## src/rtl/uart_pkg.sv

```systemverilog
// Shared definitions for the command-frame UART link (TX and RX sides).
package uart_pkg;

  localparam logic [7:0] TOU_DEF       = 8'hdd;
  localparam logic [7:0] WEI_DEF       = 8'hee;
  localparam int         FRAME_BYTES   = 32;
  localparam int         PAYLOAD_BYTES = 30;

  typedef enum logic [1:0] {
    BIT_IDLE,
    BIT_START,
    BIT_DATA,
    BIT_STOP
  } bit_state_e;

  typedef enum logic [1:0] {
    FR_IDLE,
    FR_BUSY,
    FR_DONE
  } frame_state_e;

  function automatic int calc_baud_div(input int clk_freq, input int baud);
    return clk_freq / baud;
  endfunction

endpackage

```

## src/rtl/uart_byte_tx.sv

```systemverilog
// Single-byte 8N1 serialiser; start bit goes out on the edge that sees start.
module uart_byte_tx
  import uart_pkg::*;
#(
  parameter int BAUD_DIV = 10
) (
  input  logic       Clk,
  input  logic       Rst_n,
  input  logic       start,
  input  logic [7:0] data,
  output logic       tx,
  output logic       byte_done
);

  localparam int            CW        = (BAUD_DIV > 1) ? $clog2(BAUD_DIV) : 1;
  localparam logic [CW-1:0] BAUD_LAST = CW'(BAUD_DIV - 1);

  bit_state_e    state_q, state_d;
  logic [CW-1:0] baud_cnt_q, baud_cnt_d;
  logic [2:0]    bit_cnt_q, bit_cnt_d;
  logic          tx_q, tx_d;
  logic          bit_end;

  assign bit_end = (baud_cnt_q == BAUD_LAST);
  assign tx      = tx_q;

  // data must stay stable until byte_done; a start seen in the last stop cycle chains the next byte
  always_comb begin
    state_d    = state_q;
    baud_cnt_d = baud_cnt_q;
    bit_cnt_d  = bit_cnt_q;
    tx_d       = tx_q;
    byte_done  = 1'b0;
    if (state_q != BIT_IDLE) baud_cnt_d = bit_end ? '0 : baud_cnt_q + 1'b1;
    case (state_q)
      BIT_IDLE: begin
        if (start) begin
          state_d    = BIT_START;
          baud_cnt_d = '0;
          tx_d       = 1'b0;
        end
      end
      BIT_START: begin
        if (bit_end) begin
          state_d   = BIT_DATA;
          bit_cnt_d = '0;
          tx_d      = data[0];
        end
      end
      BIT_DATA: begin
        if (bit_end) begin
          bit_cnt_d = bit_cnt_q + 1'b1;
          if (bit_cnt_q == 3'd7) begin
            state_d = BIT_STOP;
            tx_d    = 1'b1;
          end else begin
            tx_d = data[bit_cnt_d];
          end
        end
      end
      BIT_STOP: begin
        if (bit_end) begin
          byte_done = 1'b1;
          if (start) begin
            state_d = BIT_START;
            tx_d    = 1'b0;
          end else begin
            state_d = BIT_IDLE;
            tx_d    = 1'b1;
          end
        end
      end
      default: begin
        state_d = BIT_IDLE;
        tx_d    = 1'b1;
      end
    endcase
  end

  always_ff @(posedge Clk or negedge Rst_n) begin
    if (!Rst_n) begin
      state_q    <= BIT_IDLE;
      baud_cnt_q <= '0;
      bit_cnt_q  <= '0;
      tx_q       <= 1'b1;
    end else begin
      state_q    <= state_d;
      baud_cnt_q <= baud_cnt_d;
      bit_cnt_q  <= bit_cnt_d;
      tx_q       <= tx_d;
    end
  end

endmodule

```

## src/rtl/uart_cmd_tx.sv

```systemverilog
// Command-frame transmitter: frames a 240-bit payload as TOU + 30 bytes + WEI over 8N1.
module uart_cmd_tx
  import uart_pkg::*;
#(
  parameter logic [7:0] TOU       = TOU_DEF,
  parameter logic [7:0] WEI       = WEI_DEF,
  parameter int         CLK_FREQ  = 50_000_000,
  parameter int         BAUD      = 9600,
  parameter bit         MSB_FIRST = 1'b1
) (
  input  logic         Clk,
  input  logic         Rst_n,
  input  logic         send_en,
  input  logic [239:0] payload,
  output logic         uart_tx,
  output logic         busy,
  output logic         tx_done
);

  localparam int BAUD_DIV = calc_baud_div(CLK_FREQ, BAUD);

  function automatic logic [239:0] byte_reverse(input logic [239:0] p);
    logic [239:0] r;
    r = '0;
    for (int i = 0; i < PAYLOAD_BYTES; i++) r[8*i +: 8] = p[8*(PAYLOAD_BYTES-1-i) +: 8];
    return r;
  endfunction

  frame_state_e frame_state_q, frame_state_d;
  logic [255:0] shreg_q, shreg_d;
  logic [4:0]   byte_cnt_q, byte_cnt_d;
  logic         busy_q, busy_d;
  logic         tx_done_q, tx_done_d;
  logic         byte_start, byte_done;

  assign busy    = busy_q;
  assign tx_done = tx_done_q;

  // Next byte is requested combinationally so it follows the previous stop bit with no gap
  assign byte_start = ((frame_state_q == FR_IDLE) && send_en) ||
                      (byte_done && (byte_cnt_q != 5'd31));

  always_comb begin
    frame_state_d = frame_state_q;
    shreg_d       = shreg_q;
    byte_cnt_d    = byte_cnt_q;
    busy_d        = busy_q;
    tx_done_d     = 1'b0;
    case (frame_state_q)
      FR_IDLE: begin
        if (send_en) begin
          frame_state_d = FR_BUSY;
          busy_d        = 1'b1;
          byte_cnt_d    = '0;
          shreg_d       = {TOU, (MSB_FIRST ? payload : byte_reverse(payload)), WEI};
        end
      end
      FR_BUSY: begin
        if (byte_done) begin
          shreg_d    = {shreg_q[247:0], 8'h00};
          byte_cnt_d = byte_cnt_q + 1'b1;
          if (byte_cnt_q == 5'd31) begin
            frame_state_d = FR_DONE;
            busy_d        = 1'b0;
            tx_done_d     = 1'b1;
          end
        end
      end
      FR_DONE: frame_state_d = FR_IDLE;
      default: frame_state_d = FR_IDLE;
    endcase
  end

  always_ff @(posedge Clk or negedge Rst_n) begin
    if (!Rst_n) begin
      frame_state_q <= FR_IDLE;
      byte_cnt_q    <= '0;
      busy_q        <= 1'b0;
      tx_done_q     <= 1'b0;
    end else begin
      frame_state_q <= frame_state_d;
      byte_cnt_q    <= byte_cnt_d;
      busy_q        <= busy_d;
      tx_done_q     <= tx_done_d;
    end
  end

  always_ff @(posedge Clk) begin
    shreg_q <= shreg_d;
  end

  uart_byte_tx #(
    .BAUD_DIV(BAUD_DIV)
  ) u_byte_tx (
    .Clk      (Clk),
    .Rst_n    (Rst_n),
    .start    (byte_start),
    .data     (shreg_q[255:248]),
    .tx       (uart_tx),
    .byte_done(byte_done)
  );

endmodule
```

## config.mk

```make
export PLATFORM = sky130hd
export DESIGN_NAME = uart_cmd_tx
export DESIGN_NICKNAME = d
export VERILOG_FILES = /design/src/rtl/uart_pkg.sv /design/src/rtl/uart_byte_tx.sv /design/src/rtl/uart_cmd_tx.sv
export SDC_FILE = /design/constraint.sdc
export NUM_CORES = 1
export LEC_CHECK = 0
export ABC_CLOCK_PERIOD_IN_PS = 19650
export CORE_MARGIN = 2
export CORE_UTILIZATION = 36
export DETAILED_ROUTE_END_ITERATION = 10
export DONT_BUFFER_PORTS = 1
export PLACE_DENSITY = 0.55
export SYNTH_ARGS = -nofsm -noshare
export SYNTH_HDL_FRONTEND = slang
export SYNTH_SLANG_ARGS = --single-unit
```

## constraint.sdc

```tcl
create_clock -name Clk -period 19.65 [get_ports Clk]
set_clock_uncertainty 0.2 [all_clocks]
set_input_delay 2.9475 -clock Clk [delete_from_list [all_inputs] [get_ports Clk]]
set_output_delay 2.9475 -clock Clk [all_outputs]
set_load 0.03 [all_outputs]
```

Word-level counts from Yosys, hierarchy flattened. Index checks and enable logic that the tools add are counted. Widths: inputs -> output; s select.

Bits in read-only memories: 0. Flip-flop bits (word level): 284. RAM bits: 0. Logic and storage cells: 85. Bits of input ports: 243. Bits in latches: 0. Output and inout bits: 3. Memories: 0.

Div/mod/pow operators: 0. $lt $le $gt $ge: 1. $add $sub $neg: 3. Shifts and indexed selects: 0. Equality and inequality tests: 16. Bitwise operators: 0. Multiplexer cells: 42. Reduce and logical (&&, ||, !) cells: 14. $mul: 0.

Operators with widths (count): $mux 256 (2); $pmux 256 s2 (1); $mux 13 (4); $mux 1 (16); $mux 2 (8); $add 13x1->13 const B (1); $eq 13x13->1 const B (1); $mux 5 (2); $pmux 5 s2 (1); $reduce_and 3->1 (3); $ne 2x1->1 const B (4); $ne 2x2->1 const B (4); $pmux 2 s4 (1); $reduce_and 4->1 (2); $mux 3 (2); $pmux 3 s2 (1); $reduce_bool 2->1 (3); $add 5x1->5 const B (1); $eq 5x5->1 const B (1); $ne 5x5->1 const B (1); $reduce_and 5->1 (1); $eq 2x1->1 const B (2); $eq 2x2->1 const B (2); $logic_not 2->1 (2); other kinds (9) (10).

Longest topological paths before layout. Gate-level depths: netlist (run 1).

Depth after elaboration: 8. Mapped depth: 9.

By module. A second synthesis (run 1) with hierarchy kept.

Cells, all modules: 1186. Area total of the unflattened synthesis: 12209.2 um^2.

Modules (own cells, without submodules): uart_cmd_tx (cells each 1067, sequential area each 7702.4 um^2, instances 1, area an instance 10989.3 um^2); uart_byte_tx (cells each 119, sequential area each 476.7 um^2, instances 1, area an instance 1219.9 um^2).

Least setup slack after synthesis (run 1). OpenSTA, ideal clock, no wires.

Path kind: input-to-reg. Start: input port send_en. End: register byte_cnt_q[0]. Path slack: 9973 ps. Required time: 19038 ps. Library setup time: 412 ps. Cell stages on the path: 4. Arrival time: 9066 ps. Buffers on the path: 1. Path through: or3b_2 clkbuf_1 nand2_1 mux2i_1.

Word-level cells in the longest chain between the ends: 2.

Ends and longest elaborated chain: start: declaration (line uart_cmd_tx.sv:13) `input logic send_en,`; $ne 2x2->1 (no line); $reduce_and 3->1 (no line); end signal: assignment (line uart_cmd_tx.sv:82) `byte_cnt_q <= byte_cnt_d;`; end: declaration (line uart_cmd_tx.sv:31) `logic [4:0] byte_cnt_q, byte_cnt_d;`.

Every way passes these cells. A chain may end at the register's enable or synchronous reset.

Worst setup path in the final report (run 1).
Start: input port send_en. End: register shreg_q[39] (enable).

Word-level cells in the longest chain between the ends: 2.

Ends and longest elaborated chain: $ne 2x2->1 (no line); $reduce_and 3->1 (no line); end signal: assignment (line uart_cmd_tx.sv:89) `shreg_q <= shreg_d;`; end: declaration (line uart_cmd_tx.sv:30) `logic [255:0] shreg_q, shreg_d;`.

Every way passes these cells.

==> impl_metrics.yaml, run 1 <==
sta:
  fmax_mhz: 177
  worst_pin_slew_ns: 1.14
  layout_worst_path_cycle_share_pct: 28.7
  tns_ns: 0
  drv_slew: 0
  hold_viol_final: 0
  setup_viol: 0
  layout_min_cycle_time_ns: 5.64
  max_slew_margin_pct: 23.9
  whs_ns: 0.280
  rsz0062_at_grt: "no"
power_and_ir_drop:
  power_frac_clock_pct: 42.5
  power_density_mw_per_mm2: 94.4
  seqPwrFrac_pct: 52.1
  swShare_pct: 22.0
  p_int_mw: 0.984
  ir_drop_mv: 0.0613
  pwr-share-comb_pct: 5.4
  p_leak_nw: 5.36
  p_sw_mw: 0.277
synthesis:
  seq_area_frac_synth_pct: 68.0
  syn_inst: 1195
  ys.flop_type: "edfxtp_1"
  syn_area_per_cell_um2: 10.1
  async_reset_ff_share_pct: 10.1
  syn_nets: 1447
  synth_edf_count: 249
  ys_warn_count: 0
  syn_area_mm2: 0.0120
  synth.distinct_cells: 46
  ys_ff_latch: 277
placed_design:
  port_buffers: 0
  dp.cells: 1586
  place.gp.congestion: 0.785
  placed_cell_area_mm2: 0.0124
  post-dp-hpwl_um: 17200
worst_hold_path:
  whs_endpoint: "u_byte_tx.baud_cnt_q[12]$_DFF_PN0_"
  min-delay-start: "u_byte_tx.baud_cnt_q[12]$_DFF_PN0_"
  hold_depth: 1
  min_path_type: "reg2reg"
critical_path:
  path_class: "in2reg"
  r2r-end: "shreg_q[39]$_DFFE_PP_"
  crit_path_max_incr_delay_ns: 0.86
  worstPathRequired_ns: 19.63
  crit_path_end_kind: "flop"
  r2r_slack_ns: 15.37
  reg2reg_depth: 5
  cp.arrival_ns: 5.62
  critPathSlowestCell: "buf_4"
  crit_top_cell: "buf_4"
  startpoint_type: "input pin"
  reg2reg_from: "u_byte_tx.baud_cnt_q[8]$_DFF_PN0_"
  critPathMaxFanout: 76
  crit_chain: "or3b_2, nand2_4, buf_4, buf_4"
routing:
  dr.first_iter.drc_count: 516
  firstDrtPassIters: 5
  drc: 0
  via_per_inst: 4.76
  ant_nets: 0
  vias: 7803
  wl_um: 26200
  drt-wirelength-per-cell_um: 16.0
job:
  drv_cap: 0
run_status:
  outcome: "finished clean"
cts:
  insertion_delay_ns: 0.56
  clk_pin_slew_ns: 0.06
  postCtsSetupBuffers: 0
  cts_root_buf: "clkbuf_16"
  postCtsHoldBufs: 0
  cts_buffers: 31
  cts-resized-gates: 0
  cts_tree: "built"
  cts.htree.levels: 1
  clk_path_buf_depth: 3
  clock-sinks: 277
floorplanning:
  die_area_mm2: 0.0349
  boundaryPins: 246
  die_y_um: 187
  initial_core_util_pct: 36.8
  fp.dieW_um: 187
  core_area_mm2: 0.0327
  rows: 66
global_route:
  grt-ovfl-total: 0
  grt.busiest_layer: "met2"
  use_met1_pct: 19.0
  grt_usage_pct: 14.7
  grt_max_degree: 123
  grt_pass1_wl_um: 41200
  grt_pass1_vias: 7817
  grt_util_met2_pct: 23.5
  grt_util_met3_pct: 4.74
  antenna_found_initial: 1
finish:
  diodes: 0
  nets: 1429
  stdcell_area_mm2: 0.0134
  final_cells: 1640
  final_util_pct: 40.9
  final_cell_mix: "729 x nand2_1, 249 x edfxtp_1, 31 x clkbuf_16"
  area_growth_pct: 11.1
  drive_gt1_share_pct: 4.76
  layout_commonest_cell: "nand2_1"
[kinds of logic (layout without fill, tap and decap cells)]
kind of cell               after synthesis  after routing  synth area share, %
muxes                                    5              5                0.416
buffers and inverters                   68             71                 2.14
and+or+nand+nor                        784            784                 25.6
adders and majority gates                9              9                0.936
xor gates and xnor gates                 4              4                0.291
DFF                                    277            277                 68.0
AOI/OAI and AO/OA                       48             48                 2.61
[cell usage after synthesis (3+ instances only)]
library cell | instances | area (µm²)
nand2_1 | 730 | 2740
edfxtp_1 | 249 | 7480
clkbuf_1 | 50 | 188
dfrtp_1 | 27 | 676
o21ai_0 | 25 | 125
ha_1 | 9 | 113
nor2_1 | 9 | 33.8
inv_1 | 8 | 30.0
nand2b_1 | 8 | 50.1
buf_1 | 7 | 26.3
nor3_1 | 7 | 35.0
mux2i_1 | 5 | 50.1
and2_1 | 4 | 25.0
nand3_1 | 4 | 20.0
nor2b_1 | 4 | 25.0
a21oi_1 | 3 | 15.0
and3_1 | 3 | 18.8
nand4_1 | 3 | 18.8
o21ai_1 | 3 | 15.0
xor2_1 | 3 | 26.3
[worst max-delay path, delay by kind of cell]
kind          cells  cell delay [ns]
buf+inv           2             1.65
simple gates      2             0.88
[layout make-up]
| type | count | area (µm²) |
|---|---|---|
| repair buffers | 8 | 60.1 |
| clock buffers | 40 | 810 |
| clock inverters | 14 | 116 |
| fillers | 3238 | 19300 |
| flip-flops and latches | 277 | 8180 |
| well taps | 442 | 553 |
| inverters | 9 | 38.8 |
| multi-input cells | 850 | 3600 |
[worst max-delay path by stage]
stage	to	slack (ns)	cells past startpoint	from
3_5_place_dp	shreg_q[24]$_DFFE_PP_	13.35	4	send_en
4_1_cts	shreg_q[173]$_DFFE_PP_	13.95	4	send_en
6_report	shreg_q[39]$_DFFE_PP_	14.01	4	send_en
5_1_grt	shreg_q[49]$_DFFE_PP_	13.80	4	send_en
2_1_floorplan	byte_cnt_q[0]$_DFFE_PN0P_	9.97	4	send_en
3_3_place_gp	shreg_q[24]$_DFFE_PP_	13.37	4	send_en
[state kept, by name, summed over array words and instances (netlist names)]
signal	flops
tx_done	1
busy	1
u_byte_tx.baud_cnt_q	13
u_byte_tx.state_q	2
u_byte_tx.tx	1
frame_state_q	2
byte_cnt_q	5
u_byte_tx.bit_cnt_q	3
shreg_q	249
[power groups by stage]
stage,Clock (mW),Sequential (mW),Combinational [mW]
final,0.536,0.657,0.0679
after global routing,0.576,0.659,0.0771
after CTS,0.553,0.657,0.0681
after global placement,0,0.669,0.0664
after detailed placement,0,0.669,0.0679
after floorplan,0,0.666,0.0560
[routing by layer]
layer  part of all wire [%]  routed length [µm]
met4                    3.1                 812
met2                     46               12000
met5                  0.050                  13
met3                    8.3                2180
met1                     43               11200
[through the flow]
step	setup slack [ns]	power (mW)
2_1_floorplan	9.97	0.722
3_5_place_dp	13.35	0.737
4_1_cts	13.95	1.28
6_report	14.01	1.26
3_3_place_gp	13.37	0.735
5_1_grt	13.80	1.31
Note: power is estimated with default switching activity, not from simulation.
==> run 2, diff against run 1 <==
ABC_CLOCK_PERIOD_IN_PS = 5500   (was 19650)
clock period = 5.5 ns   (was 19.65 ns; I/O delays follow)
==> run 2 against run 1 <==
  * Worst setup slack got worse by 12 ns
  * Sequential power rose to 3.6 times the previous value
  * Global-route usage rose by 0.28 points
  * Core utilization rose by 0.088 points
  * Flip-flop and latch count did not move
  * Clock power rose to 3.5 times the previous value
  * Cell area rose by 0.22%
  * Die area did not move
  * Via count rose by 0.33%
  * Non-clock buffer count fell by 1
  * Final cell count barely moved
  * Critical endpoint is now shreg_q[88]$_DFFE_PP_
  * Largest cell class unchanged
==> impl_metrics.yaml, run 2 (synthesis results as in run 1) <==
critical_path:
  critPathMaxFanout: 119
  crit_path_end_kind: "flop"
  crit_start: "u_byte_tx.baud_cnt_q[8]$_DFF_PN0_"
  reg2reg_from: "u_byte_tx.baud_cnt_q[8]$_DFF_PN0_"
  worstSetupEndpoint: "shreg_q[88]$_DFFE_PP_"
  cp.arrival_ns: 3.42
  crit_path_max_incr_delay_ns: 0.71
  critPathSlowestCell: "nand2_8"
  startpoint_type: "flop"
  r2r_slack_ns: 2.08
  worstPathRequired_ns: 5.50
  r2r-end: "shreg_q[88]$_DFFE_PP_"
  reg2reg_depth: 4
  path_class: "reg2reg"
  crit_chain: "or4b_4, or4_1, nand2_8, buf_12"
finish:
  final_cells: 1641
  nets: 1428
  fillers: 3211
  stdcell_area_mm2: 0.0134
  layout_commonest_cell: "nand2_1"
  max_flop_register: "shreg_q"
  diodes: 0
  top_regs: "shreg_q (249), u_byte_tx.baud_cnt_q (13), byte_cnt_q (5)"
  area_growth_pct: 11.3
  drive_gt1_share_pct: 4.34
  final_cell_mix: "729 x nand2_1, 249 x edfxtp_1, 31 x clkbuf_16"
  largest_reg_flops: 249
cts:
  postCtsHoldBufs: 2
  cts_root_buf: "clkbuf_16"
  insertion_delay_ns: 0.54
  clk_pin_slew_ns: 0.06
  cts-resized-gates: 0
  postCtsSetupBuffers: 0
  clk_path_buf_depth: 3
  cts_buffers: 31
  clock-sinks: 277
  cts.htree.levels: 1
  cts_tree: "built"
global_route:
  use_met1_pct: 19.5
  grt_util_met3_pct: 5.04
  grt_max_degree: 242
  grt-ovfl-total: 0
  antenna_found_initial: 0
  grt_pass1_wl_um: 42100
  grt_pass1_vias: 7890
  grt.busiest_layer: "met2"
  grt_util_met2_pct: 23.7
  grt_usage_pct: 15.0
power_and_ir_drop:
  power_density_mw_per_mm2: 335
  fin_total_pwr_mw: 4.48
  ir_drop_mv: 0.214
  p_leak_nw: 5.36
placed_design:
  place.gp.congestion: 0.759
  post-dp-hpwl_um: 17000
  placed_cell_area_mm2: 0.0125
  dp.cells: 1583
  pre_cts_ws_ns: 2.07
  port_buffers: 0
floorplanning:
  die_area_mm2: 0.0349
  rows: 66
  die_y_um: 187
  initial_core_util_pct: 36.8
  fp.dieW_um: 187
  boundaryPins: 246
  core_area_mm2: 0.0327
routing:
  wl_um: 26400
  via_per_inst: 4.77
  drt-wirelength-per-cell_um: 16.1
  drc: 0
  firstDrtPassIters: 5
  dr.first_iter.drc_count: 531
  ant_nets: 0
  vias: 7829
sta:
  layout_min_cycle_time_ns: 3.42
  tns_ns: 0
  drv_slew: 0
  setup_viol: 0
  worst_pin_slew_ns: 1.35
  hold_viol_final: 0
  fmax_mhz: 292
  layout_worst_path_cycle_share_pct: 62.2
  setup_slack_ns: 2.08
  rsz0062_at_grt: "no"
  max_slew_margin_pct: 9.71
run_status:
  outcome: "finished clean"
job:
  drv_cap: 0
worst_hold_path:
  min_path_type: "in2reg"
## run 2: cell count changes in the layout (fill, tap and decap cells not counted)
cell	change
inv_6	-1
clkinv_1	+3
dlygate4sd3_1	+1
buf_12	+4
buf_4	-6
nand2_4	-1
bufinv_16	-1
clkbuf_1	+2
nand2_8	+1
clkinv_2	-1
## run 2: layer usage
| metal | part of all wire, % | wire, µm | vias to the layer above |
|---|---|---|---|
| li1 | - | - | 3892 |
| met1 | 42 | 11200 | 3657 |
| met2 | 46 | 12100 | 232 |
| met3 | 9.4 | 2490 | 48 |
| met4 | 2.5 | 658 | 0 |
| met5 | 0 | 0 | - |
## run 2: how the worst min path moves through the flow
stage	startpoint	end	slack, ns	cells past startpoint
3_3_place_gp	u_byte_tx.baud_cnt_q[12]$_DFF_PN0_	u_byte_tx.baud_cnt_q[12]$_DFF_PN0_	0.28	1
6_report	payload[39]	shreg_q[47]$_DFFE_PP_	0.26	2
2_1_floorplan	u_byte_tx.baud_cnt_q[12]$_DFF_PN0_	u_byte_tx.baud_cnt_q[12]$_DFF_PN0_	0.24	1
3_5_place_dp	u_byte_tx.baud_cnt_q[12]$_DFF_PN0_	u_byte_tx.baud_cnt_q[12]$_DFF_PN0_	0.27	1
4_1_cts	payload[23]	shreg_q[31]$_DFFE_PP_	0.22	2
5_1_grt	payload[38]	shreg_q[46]$_DFFE_PP_	0.23	2
## run 2: report_power, final
group | switching [mW] | internal (mW)
Combinational | 0.165 | 0.0983
Clock | 0.793 | 1.07
Sequential | 0.0464 | 2.30
Total | 1.00 | 3.47
## run 2: area by class of cell
type	instances	area, µm²	area share, %
sequential	277	8180	61.1
inverter	9	38.8	0.290
timing repair buffer	7	105	0.785
multi-input combinational	850	3610	27.0
tap	442	553	4.13
clock buffer	42	817	6.10
clock inverter	14	83.8	0.626
## run 2: through the flow
step | util, % | hold WS [ns]
CTS | 40.9 | 0.225
floorplan | - | 0.243
detailed placement | 38.1 | 0.275
finish | 40.9 | 0.259
global route | 40.9 | 0.231
global placement | 38.1 | 0.276
## run 2: critical path: cells and delay by family, from the launching register on
| kind | cells | cell delay, ns |
|---|---|---|
| flops | 1 | 0.43 |
| buf+inv | 1 | 0.40 |
| simple gates | 3 | 1.96 |
